### src/rtl/fifo_write_arbiter.sv
// rtl/fifo_write_arbiter.sv - round-robin burst arbiter for the async FIFO write port
module fifo_write_arbiter #(
    parameter int WIDTH     = 32,
    parameter int NUM_REQ   = 4,
    parameter int MAX_BURST = 4
) (
    input  logic                         clk,
    input  logic                         rst,
    input  logic [NUM_REQ-1:0]           req_valid,
    input  logic [NUM_REQ-1:0]           req_last,
    input  logic [NUM_REQ*WIDTH-1:0]     req_data,
    output logic [NUM_REQ-1:0]           req_ready,
    input  logic                         fifo_full,
    output logic                         fifo_write_en,
    output logic [WIDTH-1:0]             fifo_data_in,
    output logic [$clog2(NUM_REQ)-1:0]   grant_id,
    output logic                         busy,
    output logic                         burst_done
);

    localparam int IDW  = $clog2(NUM_REQ);
    localparam int CNTW = $clog2(MAX_BURST) + 1;

    typedef enum logic {IDLE, BURST} state_t;

    state_t          state;
    logic [IDW-1:0]  rr_ptr;
    logic [CNTW-1:0] beat_cnt;

    logic [IDW-1:0]  pick;
    logic [IDW-1:0]  cand;
    logic            found;
    logic            xfer;
    logic            last_beat;
    logic [IDW-1:0]  next_ptr;

    // First valid requester at or after rr_ptr, with explicit modulo for non-power-of-2 counts
    always_comb begin
        pick  = rr_ptr;
        cand  = '0;
        found = 1'b0;
        for (int k = 0; k < NUM_REQ; k++) begin
            cand = IDW'((int'(rr_ptr) + k) % NUM_REQ);
            if (!found && req_valid[cand]) begin
                pick  = cand;
                found = 1'b1;
            end
        end
    end

    assign busy          = (state == BURST);
    assign xfer          = busy & req_valid[grant_id] & ~fifo_full;
    assign fifo_write_en = xfer;
    assign fifo_data_in  = req_data[grant_id*WIDTH +: WIDTH];
    assign last_beat     = req_last[grant_id] | (beat_cnt == CNTW'(MAX_BURST - 1));
    assign next_ptr      = (grant_id == IDW'(NUM_REQ - 1)) ? '0 : grant_id + 1'b1;

    always_comb begin
        req_ready = '0;
        if (xfer) begin
            req_ready[grant_id] = 1'b1;
        end
    end

    always_ff @(posedge clk or posedge rst) begin
        if (rst) begin
            state      <= IDLE;
            rr_ptr     <= '0;
            grant_id   <= '0;
            beat_cnt   <= '0;
            burst_done <= 1'b0;
        end else begin
            burst_done <= 1'b0;
            case (state)
                IDLE: begin
                    if (found) begin
                        grant_id <= pick;
                        beat_cnt <= '0;
                        state    <= BURST;
                    end
                end
                BURST: begin
                    // Stalls (owner bubble or full FIFO) simply hold every register
                    if (xfer) begin
                        beat_cnt <= beat_cnt + 1'b1;
                        if (last_beat) begin
                            rr_ptr     <= next_ptr;
                            state      <= IDLE;
                            burst_done <= 1'b1;
                        end
                    end
                end
                default: state <= IDLE;
            endcase
        end
    end

endmodule

### config.mk
export PLATFORM = sky130hd
export DESIGN_NAME = fifo_write_arbiter
export DESIGN_NICKNAME = d
export VERILOG_FILES = /design/src/rtl/fifo_write_arbiter.sv
export SDC_FILE = /design/constraint.sdc
export NUM_CORES = 1
export LEC_CHECK = 0
export ABC_AREA = 1
export CAP_MARGIN = 20
export CORE_ASPECT_RATIO = 1.25
export CORE_MARGIN = 1
export CORE_UTILIZATION = 32
export CTS_BUF_LIST = sky130_fd_sc_hd__clkbuf_8
export CTS_CLUSTER_DIAMETER = 150
export DETAILED_ROUTE_END_ITERATION = 8
export PLACE_DENSITY = 0.9
export SYNTH_ARGS = -nofsm -noshare
export SYNTH_HDL_FRONTEND = slang
export SYNTH_SLANG_ARGS = --single-unit
### constraint.sdc
create_clock -name clk -period 3.85 [get_ports clk]
set_input_delay 0.77 -clock clk [delete_from_list [all_inputs] [get_ports clk]]
set_output_delay 0.77 -clock clk [all_outputs]
set_load 0.05 [all_outputs]
Yosys cells after proc, flatten, opt, wreduce, memory -nomap -nowiden
Index checks and enable logic that the tools add are counted.
{"block": "totals", "ff_bits": 9, "out_inout_bits": 41}
{"block": "classes", "reduce_logical": 10, "n_mux": 33, "n_bitwise": 5, "n_shift": 1, "eq_ne": 4, "add_sub_neg": 5, "n_lt_le_gt_ge": 6}
{"op": "variable part select 128 x 8 -> 32 bit", "n": 1}
{"op": "two-way mux 1 bit", "n": 17}
{"op": "< comparator 2 x 3 -> 1 bit (second input constant)", "n": 5}
{"op": "binary-select mux 1 bit (select 2 bit)", "n": 6}
{"op": "two-way mux 2 bit", "n": 4}
{"op": "two-way mux 3 bit", "n": 2}
{"op": "case mux 3 bit (2 select lines)", "n": 1}
{"op": "adder 2 x 1 -> 2 bit (second input constant)", "n": 2}
{"op": "adder 2 bit (second input constant)", "n": 2}
{"op": "logical AND 1 bit", "n": 4}
{"op": "two-way mux 4 bit", "n": 1}
{"op": "inequality test 2 bit (second input constant)", "n": 2}
{"op": "AND reduction 2 bit", "n": 2}
{"op": "adder 3 x 1 -> 3 bit (second input constant)", "n": 1}
{"op": "equality test 3 x 2 -> 1 bit (second input constant)", "n": 1}
{"op": "zero test 1 bit", "n": 3}
{"op": "AND reduction 3 bit", "n": 1}
{"op": "bitwise AND 1 bit", "n": 2}
{"op": "demux 1 bit (select 2 bit)", "n": 1}
{"op": "equality test 2 bit (second input constant)", "n": 1}
{"op": "greater-or-equal comparator 2 x 1 -> 1 bit (second input constant)", "n": 1}
{"op": "NOT 1 bit", "n": 2}
{"op": "case mux 1 bit (2 select lines)", "n": 1}
{"op": "bitwise OR 1 bit", "n": 1}

Longest topological paths before layout
Gate-level depths: netlist (run 1).
{"block": "depth", "depth_word": 14, "mapped_depth": 13}

Worst setup path before layout (run 1)
Ideal clock, no wire load.
{"block": "synth_path", "kind": "flip-flop to output port", "startpoint": "reg grant_id[0]", "endpoint": "out req_ready[2]", "slack_ns": 0.905, "t_required_ns": 3.080, "arrival_ns": 2.175, "path_stages_with_launch": 7, "path_buffers": 2, "path_cell_list": "dfrtp_1 > inv_2 > buf_2 > clkbuf_1 > ha_1 > inv_1 > nor2_1"}
{"block": "synth_between", "elab_chain_cells": 5}
{"element": "start: declaration", "line": "16", "source": "output logic [$clog2(NUM_REQ)-1:0] grant_id,"}
{"element": "start signal: assignment", "line": "77", "source": "grant_id <= pick;"}
{"element": "< comparator 2 x 3 -> 1 bit (implied by the code), or another cell as far along", "line": "61", "source": "req_ready[grant_id] = 1'b1;"}
{"element": "logical AND 1 bit (implied by the code) / two-way mux 1 bit (equally long branches)", "line": "61, 52"}
{"element": "two-way mux 1 bit (implied by the code) / bitwise AND 1 bit (equally long branches)", "line": "61, 52"}
{"element": "demux 1 bit (select 2 bit) / bitwise AND 1 bit (equally long branches)", "line": "61, 52"}
{"element": "two-way mux 4 bit (*)", "line": "60", "source": "if (xfer) begin"}
{"element": "end: declaration", "line": "12", "source": "output logic [NUM_REQ-1:0] req_ready,"}
Every way passes the cells marked *; elsewhere a longest branch is shown, timed or not. The select of a mux whose other input is x is not followed.

Final worst setup path (run 1)
{"block": "layout_path", "startpoint": "reg grant_id[0]", "endpoint": "out grant_id[0]"}
No word-level cell between the ends.

==> results.sh, run 1 <==
export IMPL_outcome="finished, final reports clean"
export IMPL_p_sw_share_pct=64.4
export IMPL_crit_type="flip-flop to output pin"
export IMPL_drv_slew=0
export IMPL_postCtsResizedCells=0
export IMPL_fin_util_pct=69.1
export IMPL_power_per_cell_area_nw_per_um2=840
export IMPL_grtUsageTotal_pct=28.7
export IMPL_clk_pin_slew_worst_paths_ns=0.05
export IMPL_first_pass_iters=4
export IMPL_worstSetupEndpointType="output pin"
export IMPL_yosys_warnings=0
export IMPL_port_buffers=179
export IMPL_setup_ws_ns=0.925
export IMPL_tritoncts="done"
export IMPL_ant_nets=0
export IMPL_grt_busiest_layer="met2"
export IMPL_grt_antenna_before_repair=0
export IMPL_synth_cells=310
export IMPL_start_util_pct=33.2
export IMPL_worstPathRequired_ns=3.08
export IMPL_fin_area_sq_um=3510
export IMPL_drc=0
export IMPL_place_ws_ns=0.973
export IMPL_clock_latency_ns=0.23
export IMPL_rsz0062_at_grt="no"
export IMPL_finalCriticalPeriod_ns=2.92
export IMPL_setup_viol=0
export IMPL_crit_path_start_kind="flip-flop"
export IMPL_synth_edf_count=0
export IMPL_cts_max_level=1
export IMPL_hold_path_class="flip-flop to flip-flop"
export IMPL_syn_to_final_growth_pct=108
export IMPL_met3_usage_pct=5.77
export IMPL_fp_coreArea_sq_um=5080
export IMPL_synthDistinctLibCells=22
export IMPL_hpwl_mm=6.13
export IMPL_crit_slowest_cell="clkdlybuf4s50_1"
export IMPL_drive_gt1_share_pct=12.4
export IMPL_hold_ws_ns=0.518
export IMPL_timing_final_crit_share_pct=76.0
export IMPL_synth_area_leader_cell="o21ai_0"
export IMPL_pwr_share_seq_pct=6.5
export IMPL_worst_endpoint_arrival_ns=2.15
export IMPL_skew_ns=0.00253
export IMPL_peakVddDrop_uv=641
export IMPL_grt_ovfl_total=0
export IMPL_comb_power_share_pct=89.8
export IMPL_drt_vias_per_instance=5.17
export IMPL_cts_buffers=3
export IMPL_rows=29
export IMPL_cts_root_buf="clkbuf_8"
export IMPL_placed_area_sq_um=3470
export IMPL_die_h_microns=83.2
export IMPL_p_clk_share_pct=3.7
export IMPL_max_clock_freq_mhz=342
export IMPL_syn_area_per_cell_sq_um=5.44
export IMPL_grt_pass1_wl_mm=12.5
export IMPL_grt_util_met1_pct=32.3
export IMPL_yosysSeqAreaShare_pct=13.4
export IMPL_setup_tns_ns=0
export IMPL_grtUsageMet2_pct=50.4
export IMPL_io_pins=180
export IMPL_instances_no_fill=537
export IMPL_clock_sinks=9
export IMPL_crit_path_cell_trace="buf_4, clkdlybuf4s50_1"
export IMPL_p_sw_mw=1.90
export IMPL_cts_hold_fix_buffers=0
export IMPL_nets=621
export IMPL_synth_ff_type="dfrtp_1"
export IMPL_grt_max_degree=65
export IMPL_num_vias=2774
export IMPL_crit_family="buffers and inverters"
export IMPL_wirelength_mm=7.79
export IMPL_grt_pass1_vias=2728
export IMPL_synthDominantCellAreaShare_pct=19.6
export IMPL_yosysMostFrequentCell="nor2_1"
export IMPL_place_inst=533
export IMPL_initialDrtViolationCount=110
export IMPL_crit_buf_inv=2
export IMPL_die_area_sq_um=5570
export IMPL_clk_path_buf_depth=2
export IMPL_syn_cell_area_sq_um=1690
export IMPL_cap_violations=0
export IMPL_syn_num_nets=455
export IMPL_synthTopCellsByCount="nor2_1, o21ai_0, nand2_1, o22ai_1, clkbuf_1"
export IMPL_cp_slowest_stage_delay_ns=0.91
export IMPL_tightest_slew_ns=0.754
export IMPL_wl_per_cell_microns=14.5
export IMPL_synth_area_leaders="o21ai_0, nor2_1, dfrtp_1"
export IMPL_p_total_mw=2.95
export IMPL_worst_path_max_fanout=64
export IMPL_ys_seq_elements=9
export IMPL_power_leakage_nw=1.53
export IMPL_cts_setup_buffers=0
export IMPL_gp_congestion=0.902
export IMPL_internal_power_mw=1.05
export IMPL_antenna_diode_count=0
export IMPL_hold_viol_final=0
export IMPL_async_flop_share_pct=100
export IMPL_die_width_microns=66.9
export IMPL_max_slew_margin_rel_pct=49.7
[tightest hold or removal path, cell delays in order (launching register included)]
cell and delay, ns:
dfrtp_1 0.35, nand3_1 0.08, nand2_1 0.06
[layout by cell type, fill, tap and decap left out]
cell               n
inv_1             15
nand2_4            2
buf_12             5
clkbuf_8           3
nand3b_4           1
buf_4             36
nand2_1           51
nor2_8             1
nand3b_1           1
o21ai_0           66
nor2_1            75
clkdlybuf4s50_1  142
nand4_1            2
nand4_4            1
ha_1               6
o22ai_1           32
o21ai_1            4
inv_2              4
dfrtp_1            8
dfrtp_2            1
inv_4              1
nand2_2            4
nand3_1           14
[sequential cells by signal, indices dropped and copies added, names as in the netlist]
| register | count |
|---|---|
| beat_cnt | 3 |
| burst_done | 1 |
| busy | 1 |
| grant_id | 2 |
| rr_ptr | 2 |
[worst paths after layout]
check	startpoint	endpoint	slack, ns	depth (start not counted)
setup / recovery	grant_id[0]	grant_id[0]	0.93	2
hold reg to reg	beat_cnt[1]	beat_cnt[1]	0.52	2
setup reg to reg	grant_id[0]	rr_ptr[0]	1.96	9
min in group asynchronous	rst	grant_id[0]	0.81	2
max in group asynchronous	rst	grant_id[0]	2.76	2
hold / removal	beat_cnt[1]	beat_cnt[1]	0.52	2
[per-layer routing]
layer  part of all wire (%)  routed length, microns
met1                     39                    3020
met3                    8.6                     673
met4                    3.8                     294
met5                      0                       0
met2                     49                    3800
[power groups by stage]
stage / clock [mW] / sequential (mW) / combinational (mW)
after detailed placement: 0 / 0.193 / 2.65
final: 0.109 / 0.193 / 2.65
after global routing: 0.115 / 0.197 / 2.86
after floorplan: 0 / 0.231 / 1.82
after global placement: 0 / 0.188 / 2.62
after CTS: 0.110 / 0.192 / 2.66
[area by class of cell]
| cell class | instances | area, sq um |
|---|---|---|
| Clock buffer | 3 | 41.3 |
| Clock inverter | 1 | 3.75 |
| Fill cell | 446 | 1570 |
| Inverter | 19 | 73.8 |
| Multi-Input combinational cell | 260 | 1300 |
| Sequential cell | 9 | 226 |
| Tap cell | 62 | 77.6 |
| Timing Repair Buffer | 183 | 1790 |
[kinds of logic after synthesis]
group / share of synthesized area, %
adders and majority gates: 4.45
buffers and inverters: 9.72
DFF: 13.4
AOI/OAI and AO/OA: 32.6
and+or+nand+nor: 39.8
No activity file was read; power rests on OpenSTA's default activity.
==> run 2, diff against run 1 <==
--- a/config.mk
+++ b/config.mk
@@ -9,11 +9,11 @@
 export CAP_MARGIN = 20
 export CORE_ASPECT_RATIO = 1.25
 export CORE_MARGIN = 1
-export CORE_UTILIZATION = 32
+export CORE_UTILIZATION = 29
 export CTS_BUF_LIST = sky130_fd_sc_hd__clkbuf_8
 export CTS_CLUSTER_DIAMETER = 150
 export DETAILED_ROUTE_END_ITERATION = 8
-export PLACE_DENSITY = 0.9
+export PLACE_DENSITY = 0.82
 export SYNTH_ARGS = -nofsm -noshare
 export SYNTH_HDL_FRONTEND = slang
 export SYNTH_SLANG_ARGS = --single-unit
==> constraint.sdc (replaced) <==
create_clock -name clk -period 2.75 [get_ports clk]
set_input_delay 0.55 -clock clk [delete_from_list [all_inputs] [get_ports clk]]
set_output_delay 0.55 -clock clk [all_outputs]
set_load 0.05 [all_outputs]
==> run 2 against run 1 <==
Register-to-register slack worse by 0.99 ns. Clock-buffer cell count is the same. Cell count rose by 0.56%. Wire length up 7.2%. Worst setup slack got worse by 0.61 ns. Global-route usage is 1.4 points lower. Via count grew 0.32%. Flip-flop and latch count is the same. Combinational power increased by 78%.
==> results.sh, run 2 (synthesis gave the netlist of run 1 again) <==
export IMPL_clk_path_buf_depth=2
export IMPL_num_vias=2783
export IMPL_die_area_sq_um=6130
export IMPL_hpwl_mm=6.64
export IMPL_grt_ovfl_total=0
export IMPL_tightest_slew_ns=0.498
export IMPL_final_common_cell="clkdlybuf4s50_1"
export IMPL_initialDrtViolationCount=185
export IMPL_worstSetupEndpointType="output pin"
export IMPL_internal_power_mw=2.26
export IMPL_hold_ws_ns=0.524
export IMPL_gp_congestion=0.917
export IMPL_rsz0062_at_grt="no"
export IMPL_cap_violations=0
export IMPL_grt_pass1_vias=2767
export IMPL_reg2reg_to="rr_ptr[0]"
export IMPL_finalCriticalPeriod_ns=2.44
export IMPL_wl_per_cell_microns=15.5
export IMPL_cts_buffers=3
export IMPL_io_pins=180
export IMPL_setup_viol=0
export IMPL_timing_final_crit_share_pct=88.7
export IMPL_tritoncts="done"
export IMPL_cts_max_level=1
export IMPL_die_width_microns=70.2
export IMPL_hold_path_depth=2
export IMPL_outcome="finished, final reports clean"
export IMPL_power_leakage_nw=1.70
export IMPL_comb_power_share_pct=91.8
export IMPL_grt_max_degree=53
export IMPL_worst_endpoint_arrival_ns=1.89
export IMPL_max_clock_freq_mhz=410
export IMPL_start_util_pct=30.6
export IMPL_first_pass_iters=4
export IMPL_p_clk_share_pct=2.9
export IMPL_cts_root_buf="clkbuf_8"
export IMPL_pwr_share_seq_pct=5.3
export IMPL_peakVddDrop_uv=731
export IMPL_die_h_microns=87.3
export IMPL_cts_hold_fix_buffers=0
export IMPL_syn_to_final_growth_pct=134
export IMPL_drc=0
export IMPL_reg_top3="beat_cnt: 3 flops, grant_id: 2 flops, rr_ptr: 2 flops"
export IMPL_port_buffers=179
export IMPL_worst_path_max_fanout=50
export IMPL_clock_sinks=9
export IMPL_crit_start="grant_id[0]"
export IMPL_rows=30
export IMPL_reg2reg_slack_ns=0.97
export IMPL_clock_latency_ns=0.24
export IMPL_ant_nets=0
export IMPL_nets=622
export IMPL_clk_pin_slew_worst_paths_ns=0.04
export IMPL_cp_endpoint="fifo_data_in[13]"
export IMPL_drt_vias_per_instance=5.15
export IMPL_worstPathRequired_ns=2.20
export IMPL_hold_path_class="flip-flop to flip-flop"
export IMPL_grt_pass1_wl_mm=13.3
export IMPL_setup_tns_ns=0
export IMPL_skew_ns=0.00273
export IMPL_p_sw_mw=2.88
export IMPL_cts_setup_buffers=0
export IMPL_fp_coreArea_sq_um=5520
export IMPL_crit_path_start_kind="flip-flop"
export IMPL_r2r_cells=9
export IMPL_antenna_diode_count=0
export IMPL_r2r_start="grant_id[0]"
export IMPL_power_per_cell_area_nw_per_um2=1300
export IMPL_final_cell_mix="clkdlybuf4s50_1, nor2_1, o21ai_0"
export IMPL_max_slew_margin_rel_pct=66.7
export IMPL_crit_type="flip-flop to output pin"
export IMPL_p_sw_share_pct=56.0
export IMPL_postCtsResizedCells=0
export IMPL_drive_gt1_share_pct=12.8
export IMPL_grtUsageTotal_pct=27.4
export IMPL_largest_register_ffs=3
export IMPL_drv_slew=0
export IMPL_grt_antenna_before_repair=0
export IMPL_largest_register="beat_cnt"
export IMPL_wirelength_mm=8.35
export IMPL_hold_viol_final=0
export IMPL_p_total_mw=5.14
[run 2: changes by cell type in the layout (fill, tap and decap cells not counted)]
cell,change
buf_12,+34
buf_4,-32
clkdlybuf4s50_1,-1
[run 2: metrics by stage]
step,cell area (sq um),utilization [%],worst slack (ns),std cells
after global placement,3900,70.7,0.387,536
after floorplan,1690,-,0.0248,310
final,3950,71.5,0.311,540
after global routing,3950,71.5,0.153,540
after detailed placement,3900,70.7,0.329,536
after CTS,3950,71.5,0.305,540
[run 2: how the worst min path moves through the flow]
stage / end / start / slack [ns]
global placement: beat_cnt[1] / beat_cnt[1] / 0.49
CTS: beat_cnt[2] / beat_cnt[2] / 0.53
floorplan: beat_cnt[0] / rst / 0.38
detailed placement: beat_cnt[2] / beat_cnt[2] / 0.52
finish: beat_cnt[2] / beat_cnt[2] / 0.52
global route: beat_cnt[2] / beat_cnt[2] / 0.55
[run 2: area by class of cell]
class	count	area, sq um
clock buffers	3	41.3
flip-flops and latches	9	226
fillers	434	1570
well taps	64	80.1
multi-input cells	260	1300
clock inverters	1	3.75
inverters	19	73.8
repair buffers	184	2220
[run 2: critical path: stages (launching register included)]
cell and delay, ns:
dfrtp_2 0.48, inv_2 0.34, buf_12 0.27, nor2_1 0.07
o22ai_1 0.29, buf_12 0.18
[run 2: routing by layer]
layer | global-route usage (%) | vias to the layer above | part of all wire (%)
met1 | 30.7 | 1225 | 38
met5 | 0 | - | 0
met2 | 49.0 | 146 | 50
met4 | 11.5 | 0 | 4.1
met3 | 7.06 | 27 | 8.0
li1 | - | 1385 | -
[run 2: power by group through the flow]
stage                     Clock (mW)  Combinational, mW  Sequential, mW
after detailed placement           0               4.73           0.271
after CTS                      0.153               4.74           0.269
after global placement             0               4.65           0.267
final                          0.150               4.72           0.271
after global routing           0.160               5.02           0.281
after floorplan                    0               2.54           0.324
